File: src/rtl/morse_pkg.sv
// Shared constants and state encoding for the Morse receive path.
package morse_pkg;

  localparam logic DOT  = 1'b0;
  localparam logic DASH = 1'b1;

  // Duration thresholds in Morse units
  localparam int unsigned DASH_MIN   = 2;
  localparam int unsigned LETTER_GAP = 2;
  localparam int unsigned WORD_GAP   = 5;
  localparam int unsigned SAT_UNITS  = 8;

  localparam int unsigned LEN_W  = 3;
  localparam int unsigned SYM_W  = 5;
  localparam int unsigned CHAR_W = 8;

  localparam logic [CHAR_W-1:0] SPACE   = 8'h20;
  localparam logic [CHAR_W-1:0] UNKNOWN = 8'h3F;

  typedef enum logic [1:0] {
    IDLE    = 2'd0,
    MARK    = 2'd1,
    GAP_SYM = 2'd2,
    GAP_CHR = 2'd3
  } state_t;

endpackage

File: src/rtl/morse_lut.sv
// Symbol pattern to ASCII table; first symbol in bit 0, dash = 1.
module morse_lut
  import morse_pkg::*;
(
  input  logic [LEN_W-1:0]  len,
  input  logic [SYM_W-1:0]  bits,
  output logic [CHAR_W-1:0] ascii,
  output logic              hit
);

  always_comb begin
    ascii = UNKNOWN;
    hit   = 1'b1;
    case ({len, bits})
      8'b010_00010: ascii = 8'h41; // A .-
      8'b100_00001: ascii = 8'h42; // B -...
      8'b100_00101: ascii = 8'h43; // C -.-.
      8'b011_00001: ascii = 8'h44; // D -..
      8'b001_00000: ascii = 8'h45; // E .
      8'b100_00100: ascii = 8'h46; // F ..-.
      8'b011_00011: ascii = 8'h47; // G --.
      8'b100_00000: ascii = 8'h48; // H ....
      8'b010_00000: ascii = 8'h49; // I ..
      8'b100_01110: ascii = 8'h4A; // J .---
      8'b011_00101: ascii = 8'h4B; // K -.-
      8'b100_00010: ascii = 8'h4C; // L .-..
      8'b010_00011: ascii = 8'h4D; // M --
      8'b010_00001: ascii = 8'h4E; // N -.
      8'b011_00111: ascii = 8'h4F; // O ---
      8'b100_00110: ascii = 8'h50; // P .--.
      8'b100_01011: ascii = 8'h51; // Q --.-
      8'b011_00010: ascii = 8'h52; // R .-.
      8'b011_00000: ascii = 8'h53; // S ...
      8'b001_00001: ascii = 8'h54; // T -
      8'b011_00100: ascii = 8'h55; // U ..-
      8'b100_01000: ascii = 8'h56; // V ...-
      8'b011_00110: ascii = 8'h57; // W .--
      8'b100_01001: ascii = 8'h58; // X -..-
      8'b100_01101: ascii = 8'h59; // Y -.--
      8'b100_00011: ascii = 8'h5A; // Z --..
      8'b101_11111: ascii = 8'h30; // 0
      8'b101_11110: ascii = 8'h31; // 1
      8'b101_11100: ascii = 8'h32; // 2
      8'b101_11000: ascii = 8'h33; // 3
      8'b101_10000: ascii = 8'h34; // 4
      8'b101_00000: ascii = 8'h35; // 5
      8'b101_00001: ascii = 8'h36; // 6
      8'b101_00011: ascii = 8'h37; // 7
      8'b101_00111: ascii = 8'h38; // 8
      8'b101_01111: ascii = 8'h39; // 9
      default:      hit   = 1'b0;
    endcase
  end

endmodule

File: src/rtl/morse_decoder.sv
// Morse receiver: synchronise and debounce the key, time marks/spaces,
// and emit one ASCII character (or a word space) per decoded letter.
module morse_decoder
  import morse_pkg::*;
#(
  parameter int unsigned TICKS_PER_UNIT = 12500000,
  parameter int unsigned DEBOUNCE       = 500000,
  parameter int unsigned MAX_SYM        = 5
) (
  input  logic              iCLK,
  input  logic              iRST,
  input  logic              iKEY,
  output logic [CHAR_W-1:0] oCHAR,
  output logic              oVALID,
  output logic              oERR,
  output logic              oKEY
);

  localparam int unsigned SAT  = SAT_UNITS * TICKS_PER_UNIT;
  localparam int unsigned CNT_W = $clog2(SAT + 1);
  localparam int unsigned DB_W  = (DEBOUNCE > 1) ? $clog2(DEBOUNCE) : 1;

  localparam logic [CNT_W-1:0] DUR_SAT   = CNT_W'(SAT);
  localparam logic [CNT_W-1:0] DASH_TH   = CNT_W'(DASH_MIN * TICKS_PER_UNIT);
  localparam logic [CNT_W-1:0] LETTER_TH = CNT_W'(LETTER_GAP * TICKS_PER_UNIT);
  localparam logic [CNT_W-1:0] WORD_TH   = CNT_W'(WORD_GAP * TICKS_PER_UNIT);
  localparam logic [DB_W-1:0]  DB_LAST   = DB_W'(DEBOUNCE - 1);
  localparam logic [LEN_W-1:0] FULL      = LEN_W'(MAX_SYM);

  logic              key_s1, key_s2, key_prev;
  logic [DB_W-1:0]   db_cnt;
  logic [CNT_W-1:0]  dur;
  state_t            state;
  logic [MAX_SYM-1:0] sym_bits;
  logic [LEN_W-1:0]  sym_cnt;
  logic              ovf, space_pending;
  logic [CHAR_W-1:0] lut_ascii;
  logic              lut_hit;
  logic              rise_c, fall_c;

  assign rise_c = oKEY & ~key_prev;
  assign fall_c = ~oKEY & key_prev;

  morse_lut u_lut (
    .len   (sym_cnt),
    .bits  (SYM_W'(sym_bits)),
    .ascii (lut_ascii),
    .hit   (lut_hit)
  );

  // Synchroniser, debounce and duration counter (restarts one cycle after each accepted edge)
  always_ff @(posedge iCLK) begin
    if (iRST) begin
      key_s1   <= 1'b0;
      key_s2   <= 1'b0;
      oKEY     <= 1'b0;
      key_prev <= 1'b0;
      db_cnt   <= '0;
      dur      <= '0;
    end else begin
      key_s1   <= iKEY;
      key_s2   <= key_s1;
      key_prev <= oKEY;
      if (key_s2 == oKEY) begin
        db_cnt <= '0;
      end else if (db_cnt == DB_LAST) begin
        db_cnt <= '0;
        oKEY   <= key_s2;
      end else begin
        db_cnt <= db_cnt + DB_W'(1);
      end
      if (oKEY != key_prev) begin
        dur <= CNT_W'(1);
      end else if (dur != DUR_SAT) begin
        dur <= dur + CNT_W'(1);
      end
    end
  end

  // Symbol collection and character/space emission
  always_ff @(posedge iCLK) begin
    if (iRST) begin
      state         <= IDLE;
      sym_bits      <= '0;
      sym_cnt       <= '0;
      ovf           <= 1'b0;
      space_pending <= 1'b0;
      oCHAR         <= '0;
      oVALID        <= 1'b0;
      oERR          <= 1'b0;
    end else begin
      oVALID <= 1'b0;
      oERR   <= 1'b0;
      case (state)
        IDLE: begin
          if (rise_c) state <= MARK;
        end
        MARK: begin
          if (fall_c) begin
            if (sym_cnt == FULL) begin
              ovf <= 1'b1;
            end else begin
              sym_bits[sym_cnt] <= (dur >= DASH_TH) ? DASH : DOT;
              sym_cnt           <= sym_cnt + LEN_W'(1);
            end
            state <= GAP_SYM;
          end
        end
        GAP_SYM: begin
          if (rise_c) begin
            state <= MARK;
          end else if (dur == LETTER_TH) begin
            oVALID        <= 1'b1;
            oCHAR         <= (ovf || !lut_hit) ? UNKNOWN : lut_ascii;
            oERR          <= ovf || !lut_hit;
            sym_bits      <= '0;
            sym_cnt       <= '0;
            ovf           <= 1'b0;
            space_pending <= 1'b1;
            state         <= GAP_CHR;
          end
        end
        GAP_CHR: begin
          if (rise_c) begin
            state <= MARK;
          end else if (dur == WORD_TH) begin
            if (space_pending) begin
              oVALID <= 1'b1;
              oCHAR  <= SPACE;
            end
            space_pending <= 1'b0;
            state         <= IDLE;
          end
        end
        default: state <= IDLE;
      endcase
    end
  end

endmodule
File: config.mk
export PLATFORM = sky130hd
export DESIGN_NAME = morse_decoder
export DESIGN_NICKNAME = d
export VERILOG_FILES = /design/src/rtl/morse_pkg.sv /design/src/rtl/morse_lut.sv /design/src/rtl/morse_decoder.sv
export SDC_FILE = /design/constraint.sdc
export NUM_CORES = 1
export LEC_CHECK = 0
export BUFFER_PORTS_ARGS = -buffer_cell sky130_fd_sc_hd__buf_2
export CAP_MARGIN = 0
export CORE_MARGIN = 4
export CORE_UTILIZATION = 45
export DETAILED_ROUTE_END_ITERATION = 8
export HOLD_SLACK_MARGIN = 0.03
export PLACE_DENSITY = 0.64
export REMOVE_ABC_BUFFERS = 1
export SETUP_SLACK_MARGIN = 0.05
export SLEW_MARGIN = 20
export SYNTH_ARGS = -nofsm -noshare
export SYNTH_HDL_FRONTEND = slang
export SYNTH_SLANG_ARGS = --single-unit
File: constraint.sdc
create_clock -name iCLK -period 2.7 [get_ports iCLK]
set_input_delay 0.27 -clock iCLK [delete_from_list [all_inputs] [get_ports iCLK]]
set_output_delay 0.27 -clock iCLK [all_outputs]
set_load 0.005 [all_outputs]
==> Yosys cells after proc, flatten, opt, wreduce, memory -nomap -nowiden <==
Cells that the tools add are included.
{ "classes": {"div": 0, "order_cmp": 3, "n_reduce_logical": 17, "bitwise": 7, "eq_ne": 57, "add_sub_neg": 3, "n_shift": 0, "multipliers": 0, "muxes": 48} }
{ "ops": {"columns": ["op", "count"], "rows": [
  ["$pmux W7 S36", 1],
  ["$eq A8 B8 Y1 const B", 22],
  ["$eq A8 B7 Y1 const B", 12],
  ["$mux W8", 6],
  ["$reduce_or A36 Y1", 1],
  ["$add A27 B1 Y27 const B", 1],
  ["$eq A27 B25 Y1 const B", 1],
  ["$eq A27 B26 Y1 const B", 1],
  ["$ge A27 B25 Y1 const B", 1],
  ["$ne A27 B27 Y1 const B", 1],
  ["$mux W5", 4],
  ["$add A19 B1 Y19 const B", 1],
  ["$eq A19 B19 Y1 const B", 1],
  ["$mux W1", 18],
  ["$ne A2 B2 Y1 const B", 9],
  ["$eq A8 B6 Y1 const B", 2],
  ["$pmux W8 S2", 1],
  ["$reduce_and A5 Y1", 3],
  ["$mux W2", 6],
  ["$mux W3", 4],
  ["$pmux W5 S2", 1],
  ["$pmux W2 S4", 1],
  ["$ne A3 B3 Y1 const B", 2],
  ["$pmux W1 S2", 3],
  ["other kinds (24)", 32]
]} }
{ "word_totals": {"elab_cells": 150, "ff_bits": 72, "n_memories": 0, "inputBits": 3, "out_inout_bits": 11, "rom_bits": 0, "latchBits": 0, "mem_bits_rw": 0} }

==> Longest topological paths before layout <==
Gate-level depths: netlist (run 1).
{ "logic_depth": {"depth_word": 9, "ltp_mapped": 9, "depth_no_buf": 9} }

==> Cells and area by module <==
From an unflattened synthesis (run 1), not the netlist that was laid out.
{ "unflattened": {"cells_unflattened": 499, "area_unflattened_um2": 4241.6} }
{ "by_module_without_submodules": {"columns": ["module", "cells_each", "n_inst", "seq_area_each_um2", "area_each_um2"], "rows": [
  ["morse_decoder", 381, 1, 1441.4, 3400.8],
  ["morse_lut", 118, 1, 0.0, 840.8]
]} }

==> Worst setup path after synthesis (run 1) <==
Ideal clock, no wire load.
{ "synth_timing": {"path_kind": "reg2reg", "start": "register sym_cnt[1]", "end": "register oCHAR[4]", "t_required_ps": 2583, "n_path_buf": 1, "path_slack_ps": 666, "arrival_ps": 1918, "period_less_slack_ps": 2034, "setup_ps": 117, "stages_incl_launch_ff": 8, "path_cell_list": "dfxtp_1 > buf_6 > nor4b_4 > nor3b_1 > a31oi_1 > o211a_1 > or4_1 > a22o_1"} }
{ "synth_via": {"elab_chain_cells": 9, "elab_cells_between_ends": 45, "cone_classes": "eq/ne (36); mux (6); reduce/logical (3)"} }
{ "synth_rtl": {"columns": ["element", "line_no", "text"], "rows": [
  ["start: declaration", "morse_decoder.sv:35", "logic [LEN_W-1:0] sym_cnt;"],
  ["start signal: assignment", "morse_decoder.sv:104", "sym_cnt <= sym_cnt + LEN_W'(1);"],
  ["$eq A8 B7 Y1 (tied with other cells)", "morse_lut.sv:14", "case ({len, bits})"],
  ["$reduce_or A36 Y1 (no line)", null, null],
  ["$mux W1", "morse_lut.sv:14", null],
  ["$logic_not A1 Y1", "morse_decoder.sv:114", "oCHAR <= (ovf || !lut_hit) ? UNKNOWN : lut_ascii;"],
  ["$logic_or A1 B1 Y1", "morse_decoder.sv:114", null],
  ["$mux W8 *", "morse_decoder.sv:114", null],
  ["$mux W8 *", "morse_decoder.sv:112", "end else if (dur == LETTER_TH) begin"],
  ["$mux W8 *", "morse_decoder.sv:110", "if (rise_c) begin"],
  ["$pmux W8 S2 *", "morse_decoder.sv:94", "case (state)"],
  ["end signal: assignment", "morse_decoder.sv:114", null],
  ["end: declaration", "morse_decoder.sv:13", "output logic [CHAR_W-1:0] oCHAR,"]
]} }
Every way passes the cells marked *; elsewhere a longest branch is shown, timed or not. The select of a mux whose other input is x is not followed.
A chain may end at the register's enable or synchronous reset.

==> Worst setup path after layout (run 1) <==
{ "layout_timing": {"start": "register sym_bits[4]", "end": "register oCHAR[0]"} }
{ "layout_via": {"elab_chain_cells": 9, "elab_cells_between_ends": 45, "cone_classes": "eq/ne (36); mux (6); reduce/logical (3)"} }
{ "layout_rtl": {"columns": ["element", "line_no", "text"], "rows": [
  ["start: declaration", "morse_decoder.sv:34", "logic [MAX_SYM-1:0] sym_bits;"],
  ["start signal: indexed assignment", "morse_decoder.sv:103", "sym_bits[sym_cnt] <= (dur >= DASH_TH) ? DASH : DOT;"],
  ["$eq A8 B7 Y1 (tied with other cells)", "morse_lut.sv:14", null],
  ["$reduce_or A36 Y1 (no line)", null, null],
  ["$mux W1", "morse_lut.sv:14", null],
  ["$logic_not A1 Y1", "morse_decoder.sv:114", null],
  ["$logic_or A1 B1 Y1", "morse_decoder.sv:114", null],
  ["$mux W8 *", "morse_decoder.sv:114", null],
  ["$mux W8 *", "morse_decoder.sv:112", null],
  ["$mux W8 *", "morse_decoder.sv:110", null],
  ["$pmux W8 S2 *", "morse_decoder.sv:94", null]
]} }
Marked as above.

==> key figures, run 1 <==
STA
  • Final Cycle Share: 88.29%
  • Final worst slack: 0.3163 ns
  • Final setup viols: 0
  • Final number of max-transition violations: 0
  • RSZ-0062 raised after global routing: no
  • Fmax: 419.5 MHz
  • Min cycle time layout: 2.384 ns
  • Worst-Margin Slew: 0.7372 ns
  • Slew headroom: 50.79%
  • Clk_skew: 0.01047 ns
  • Setup_tns: 0 ns
  • Final hold violations: 0
  • WHS: 0.1376 ns

Drt
  • DRT Pass-1 Iters: 4
  • Initial DRC count: 154
  • ANT nets after route: 0
  • Detailed-route DRC error count: 0
  • Vias per std cell: 5.497
  • Drt wl/cell: 13.79 µm
  • DR vias: 3282
  • Post-Route WL: 8233 µm

Clocking
  • CTS Buffer Depth: 2
  • # Post-CTS Setup Buffers: 0
  • Worst-path clk slew: 0.08 ns
  • Hold Buf Count CTS: 0
  • CTS tree: built
  • PostCTS Resize Cnt: 0
  • CTS Buf Count: 9
  • CTS Root Cell: clkbuf_8
  • Htree depth: 3
  • Clk_lat worst skew: 0.36 ns
  • Clock tree sinks: 71

Synth
  • Post-synth EDFFs: 0
  • Leading area contributor after synthesis: dfxtp_1
  • Largest family of logic cells by synthesized area: simple AND/OR/NAND/NOR gates
  • Synth Area in Adders: 2.243%
  • Register area share after synthesis: 36.40%
  • Synth unique cells: 68
  • Yosys warns: 0
  • Seq cells post-synth: 71
  • Mapped Cells: 479
  • Simple-gate share of the synthesized area: 33.84%
  • Main flop type after synthesis: dfxtp_1
  • Synthesized cell area: 0.003905 mm²
  • Post-synth top area share: 36.40%
  • Xor-xnor portion of the synthesized cell area: 10.54%
  • Compound-gate portion of the synthesized area: 10.51%
  • Top post-synthesis cells by area: dfxtp_1, nor2_1, xor2_1
  • Fraction of registers with async set/reset: 0%
  • Synth Area per Inst: 8.152 µm²
  • Mux contribution to synthesized area: 2.115%

Floorplan
  • Row count: 33
  • Die area: 0.01023 mm²
  • I/O Pins: 14
  • Die Width: 101.2 µm
  • Std-Cell Core Area: 0.008341 mm²
  • Die height: 101.2 µm
  • Initial Util: 46.82%

Worst hold path
  • Hold path cells: 2
  • Min-delay src: iKEY
  • Worst Hold Endpoint: key_s1$_SDFF_PP0_
  • Hold WC Path Type: primary input to flop

Cells and area
  • Fillers: 813
  • Seq. cell area: 0.001421 mm²
  • Layout cell share with drive strength beyond 1: 10.57%
  • Final-stage net count: 497
  • Fin area: 0.004242 mm²
  • Syn-to-layout area delta: 8.619%
  • Finished Layout Cells: 597
  • Footprint of the multi-input gates: 0.002317 mm²
  • Ant diodes: 0

Worst setup path
  • R2R depth: 7
  • Crit path max fanout: 15
  • Reg2reg end: oCHAR[0]$_SDFFE_PP0P_
  • Critical Path RT: 2.95 ns
  • CP endpoint kind: flop
  • CP Class: flop to flop
  • Crit path arrival time: 2.63 ns
  • Flop2flop setup slack: 0.32 ns
  • CP Launch Type: flop
  • Reg-to-Reg Start: sym_bits[4]$_SDFFE_PP0P_

Pwr
  • VDD IR max: 0.2837 mV
  • Leakage: 1.422 nW
  • NetSw: 0.4862 mW
  • Comb power frac: 2.0%
  • Share of total power in the clock network: 42.3%
  • Power per cell area: 449.5 mW/mm²
  • Int Pwr: 1.420 mW
  • Net Sw Frac: 25.50%
  • Flop pwr share: 55.6%

Run status
  • Outcome: finished, final reports clean

Placed design
  • GP Congestion: 0.8836
  • DP HPWL: 5899 µm
  • Total instance count after detailed placement: 581
  • Setup WS pre-CTS: 0.3580 ns
  • Port Buffers: 12
  • Placed cell area: 0.004054 mm²

GRT
  • Gr ovfl total: 0
  • Initial antenna violation count: 0
  • Pin count of the biggest net entering global routing: 27
  • Tot GR Track Use: 17.39%
  • First-pass GRT wire length: 14530 µm
  • Vias in the first global route: 3071

Run
  • Max-cap violations: 0
## cell families (layout without fill, tap and decap cells)
kind of cell | count (synthesis) | after routing
simple gates | 246 | 246
flops | 71 | 71
compound gates | 60 | 60
xor+xnor | 47 | 47
buf+inv | 39 | 52
mux | 8 | 8
fa+ha+maj | 7 | 7
other cells | 1 | 1
## cell type report
class | instances | share of cell area [%]
multi-input cells | 369 | 54.63
well taps | 105 | 3.097
repair buffers | 21 | 3.009
clock buffers | 9 | 2.920
inverters | 15 | 1.327
flip-flops and latches | 71 | 33.51
clock inverters | 7 | 1.504
## worst max path at each step
stage | start | to | cells past startpoint
2_1_floorplan | sym_cnt[0]$_SDFFE_PP0P_ | oCHAR[4]$_SDFFE_PP0P_ | 6
3_3_place_gp | sym_bits[4]$_SDFFE_PP0P_ | oCHAR[0]$_SDFFE_PP0P_ | 7
3_5_place_dp | sym_bits[4]$_SDFFE_PP0P_ | oCHAR[0]$_SDFFE_PP0P_ | 7
4_1_cts | sym_bits[4]$_SDFFE_PP0P_ | oCHAR[0]$_SDFFE_PP0P_ | 7
5_1_grt | sym_bits[1]$_SDFFE_PP0P_ | oCHAR[2]$_SDFFE_PP0P_ | 7
6_report | sym_bits[4]$_SDFFE_PP0P_ | oCHAR[0]$_SDFFE_PP0P_ | 7
## state kept, by name (all words and copies together), names as in the netlist, 2 cells and up
signal and count:
dur 27, db_cnt 19, oCHAR 7, sym_bits 5
sym_cnt 3, state 2
## power groups by stage
stage | Sequential [mW] | Combinational (mW) | Clock, mW
6_report | 1.06 | 0.0388 | 0.807
5_1_grt | 1.06 | 0.0459 | 0.895
2_1_floorplan | 1.08 | 0.0261 | 0
3_3_place_gp | 1.09 | 0.0382 | 0
4_1_cts | 1.06 | 0.0395 | 0.845
3_5_place_dp | 1.09 | 0.0395 | 0
## stage by stage
stage / util (%) / total power [mW]
after floorplan: - / 1.110
after global placement: 48.60 / 1.123
after detailed placement: 48.60 / 1.125
after CTS: 50.86 / 1.946
after global routing: 50.86 / 2.004
final: 50.86 / 1.907
## cell usage after synthesis (all sizes together), types with 2 or more instances
cell and count:
o21ai 13, o32ai 2, buf 11, mux2 2
a31oi 8, nand2 37, nor3b 8, a32o 2
a211oi 3, dfxtp 71, nor2 80, nor3 14
and3 4, and2 3, or3 6, clkbuf 13
or4 3, or2 2, nand4 13, mux2i 6
nand2b 6, and4 3, nor2b 13, a22o 6
a21oi 14, nand3 28, nand4b 3, nor4 10
xnor2 19, or4b 2, xor2 28, inv 15
ha 7, nor4b 7
## placed cells by master (no fill, tap or decap), types with 10 or more instances in the layout
| cell | count |
|---|---|
| a21oi_1 | 13 |
| buf_2 | 12 |
| dfxtp_1 | 71 |
| inv_1 | 14 |
| nand2_1 | 37 |
| nand3_1 | 28 |
| nand4_1 | 12 |
| nor2_1 | 79 |
| nor2b_1 | 13 |
| nor3_1 | 12 |
| nor4_1 | 10 |
| o21ai_0 | 10 |
| xnor2_1 | 19 |
| xor2_1 | 28 |
## layer usage
metal	part of all wire [%]	GRT usage (%)	vias up
met2	45	26.16	60
met4	1.8	6.851	0
li1	-	-	1696
met3	3.9	4.821	11
met5	0	0	-
met1	49	23.64	1515
## critical path: stages, from the launching register on
cell and delay [ns]:
dfxtp_1 0.49, nor4b_4 0.49, nor3b_1 0.25, a31oi_1 0.07, o211a_1 0.25, a21oi_1 0.34
o2111ai_1 0.17, a22o_1 0.22
(Power assumes the default switching activity.)
==> inputs of run 2 (changes only) <==
- clock period: 2.7 -> 2.67 ns (I/O delays scaled with it)
==> key figures, run 2 (synthesis results as in run 1) <==
STA
  • Final hold violations: 0
  • Fmax: 424.9 MHz
  • Worst-Margin Slew: 0.6367 ns
  • WHS: 0.1339 ns
  • Final Cycle Share: 88.15%
  • RSZ-0062 raised after global routing: no
  • Min cycle time layout: 2.354 ns
  • Clk_skew: 0.01386 ns
  • Final number of max-transition violations: 0
  • Final worst slack: 0.3164 ns
  • Slew headroom: 57.55%
  • Final setup viols: 0
  • Setup_tns: 0 ns

Cells and area
  • Syn-to-layout area delta: 9.356%
  • Largest register FFs: 27
  • Layout cell share with drive strength beyond 1: 10.93%
  • Commonest non-fill, non-tap cell in the layout: nor2_1
  • Largest Register: dur
  • Final-stage net count: 499
  • Fillers: 821
  • Ant diodes: 0
  • Finished Layout Cells: 599
  • Biggest regs: dur: 27 flops, db_cnt: 19 flops, oCHAR: 7 flops
  • Fin area: 0.004270 mm²
  • Final core occ: 51.20%
  • Most frequent cells in the layout: nor2_1, dfxtp_1, nand2_1, nand3_1, xor2_1

Run
  • Max-cap violations: 0

Pwr
  • VDD IR max: 0.2668 mV
  • Leakage: 1.445 nW
  • Power per cell area: 468.6 mW/mm²
  • Tot Pwr: 2.001 mW

Clocking
  • CTS tree: built
  • Clk_lat worst skew: 0.36 ns
  • CTS Buffer Depth: 2
  • Clock tree sinks: 71
  • # Post-CTS Setup Buffers: 0
  • CTS Root Cell: clkbuf_8
  • Worst-path clk slew: 0.09 ns
  • PostCTS Resize Cnt: 0
  • Hold Buf Count CTS: 0
  • CTS Buf Count: 9
  • Htree depth: 3

GRT
  • Pin count of the biggest net entering global routing: 27
  • Tot GR Track Use: 17.36%
  • Vias in the first global route: 3089
  • Initial antenna violation count: 0
  • First-pass GRT wire length: 14500 µm
  • Gr ovfl total: 0

Worst setup path
  • Flop2flop setup slack: 0.32 ns
  • CP Launch Type: flop
  • Crit path max fanout: 15
  • CP endpoint kind: flop
  • Critical Path RT: 2.93 ns
  • CP Class: flop to flop
  • Crit path arrival time: 2.61 ns

Worst hold path
  • Hold WC Path Type: primary input to flop

Drt
  • Drt wl/cell: 14.00 µm
  • ANT nets after route: 0
  • Initial DRC count: 164
  • Detailed-route DRC error count: 0
  • Vias per std cell: 5.669
  • DRT Pass-1 Iters: 5
  • Post-Route WL: 8386 µm
  • DR vias: 3396

Placed design
  • Port Buffers: 12
  • Placed cell area: 0.004069 mm²
  • DP HPWL: 6114 µm
  • GP Congestion: 0.9877
  • Total instance count after detailed placement: 583
  • Setup WS pre-CTS: 0.3781 ns

Floorplan
  • I/O Pins: 14
  • Row count: 33
  • Std-Cell Core Area: 0.008341 mm²
  • Die Width: 101.2 µm
  • Die area: 0.01023 mm²
  • Initial Util: 46.82%
  • Die height: 101.2 µm

Run status
  • Outcome: finished, final reports clean
run 2: changes by cell type in the layout (fill, tap and decap cells not counted), sizes merged:
| cell | before | now |
|---|---|---|
| bufinv | 0 | 1 |
| buf | 21 | 23 |
| clkinvlp | 2 | 1 |
run 2: final timing paths:
check | start | endpoint | cells past startpoint
hold reg to reg | key_s1$_SDFF_PP0_ | key_s2$_SDFF_PP0_ | 1
setup / recovery | sym_bits[4]$_SDFFE_PP0P_ | oCHAR[0]$_SDFFE_PP0P_ | 7
hold / removal | iKEY | key_s1$_SDFF_PP0_ | 2
setup reg to reg | sym_bits[4]$_SDFFE_PP0P_ | oCHAR[0]$_SDFFE_PP0P_ | 7
run 2: cell type report:
| class | count | area (µm²) | area share, % |
|---|---|---|---|
| multi-input combinational | 369 | 2317 | 54.26 |
| sequential | 71 | 1421 | 33.28 |
| timing repair buffer | 23 | 142.6 | 3.340 |
| tap | 105 | 131.4 | 3.076 |
| clock buffer | 9 | 123.9 | 2.901 |
| clock inverter | 7 | 77.57 | 1.817 |
| inverter | 15 | 56.30 | 1.318 |
run 2: per-layer routing:
layer	vias up	global-route usage, %	wire [µm]
met2	66	27.67	3909
met4	0	6.033	146
met1	1623	23.09	3965
met5	-	0	0
li1	1695	-	-
met3	12	4.063	364
run 2: power breakdown:
group	internal [mW]	switching [mW]
Combinational	0.0142	0.0261
Clock	0.443	0.445
Sequential	1.07	0.00742
Total	1.52	0.479
run 2: worst max-delay path: stages, from the launching register on:
cell       delay (ns)
dfxtp_1          0.49
or4b_1           0.55
a211oi_1         0.20
a31oi_1          0.10
o211a_1          0.15
a21oi_1          0.36
o2111ai_1        0.18
a22o_1           0.23
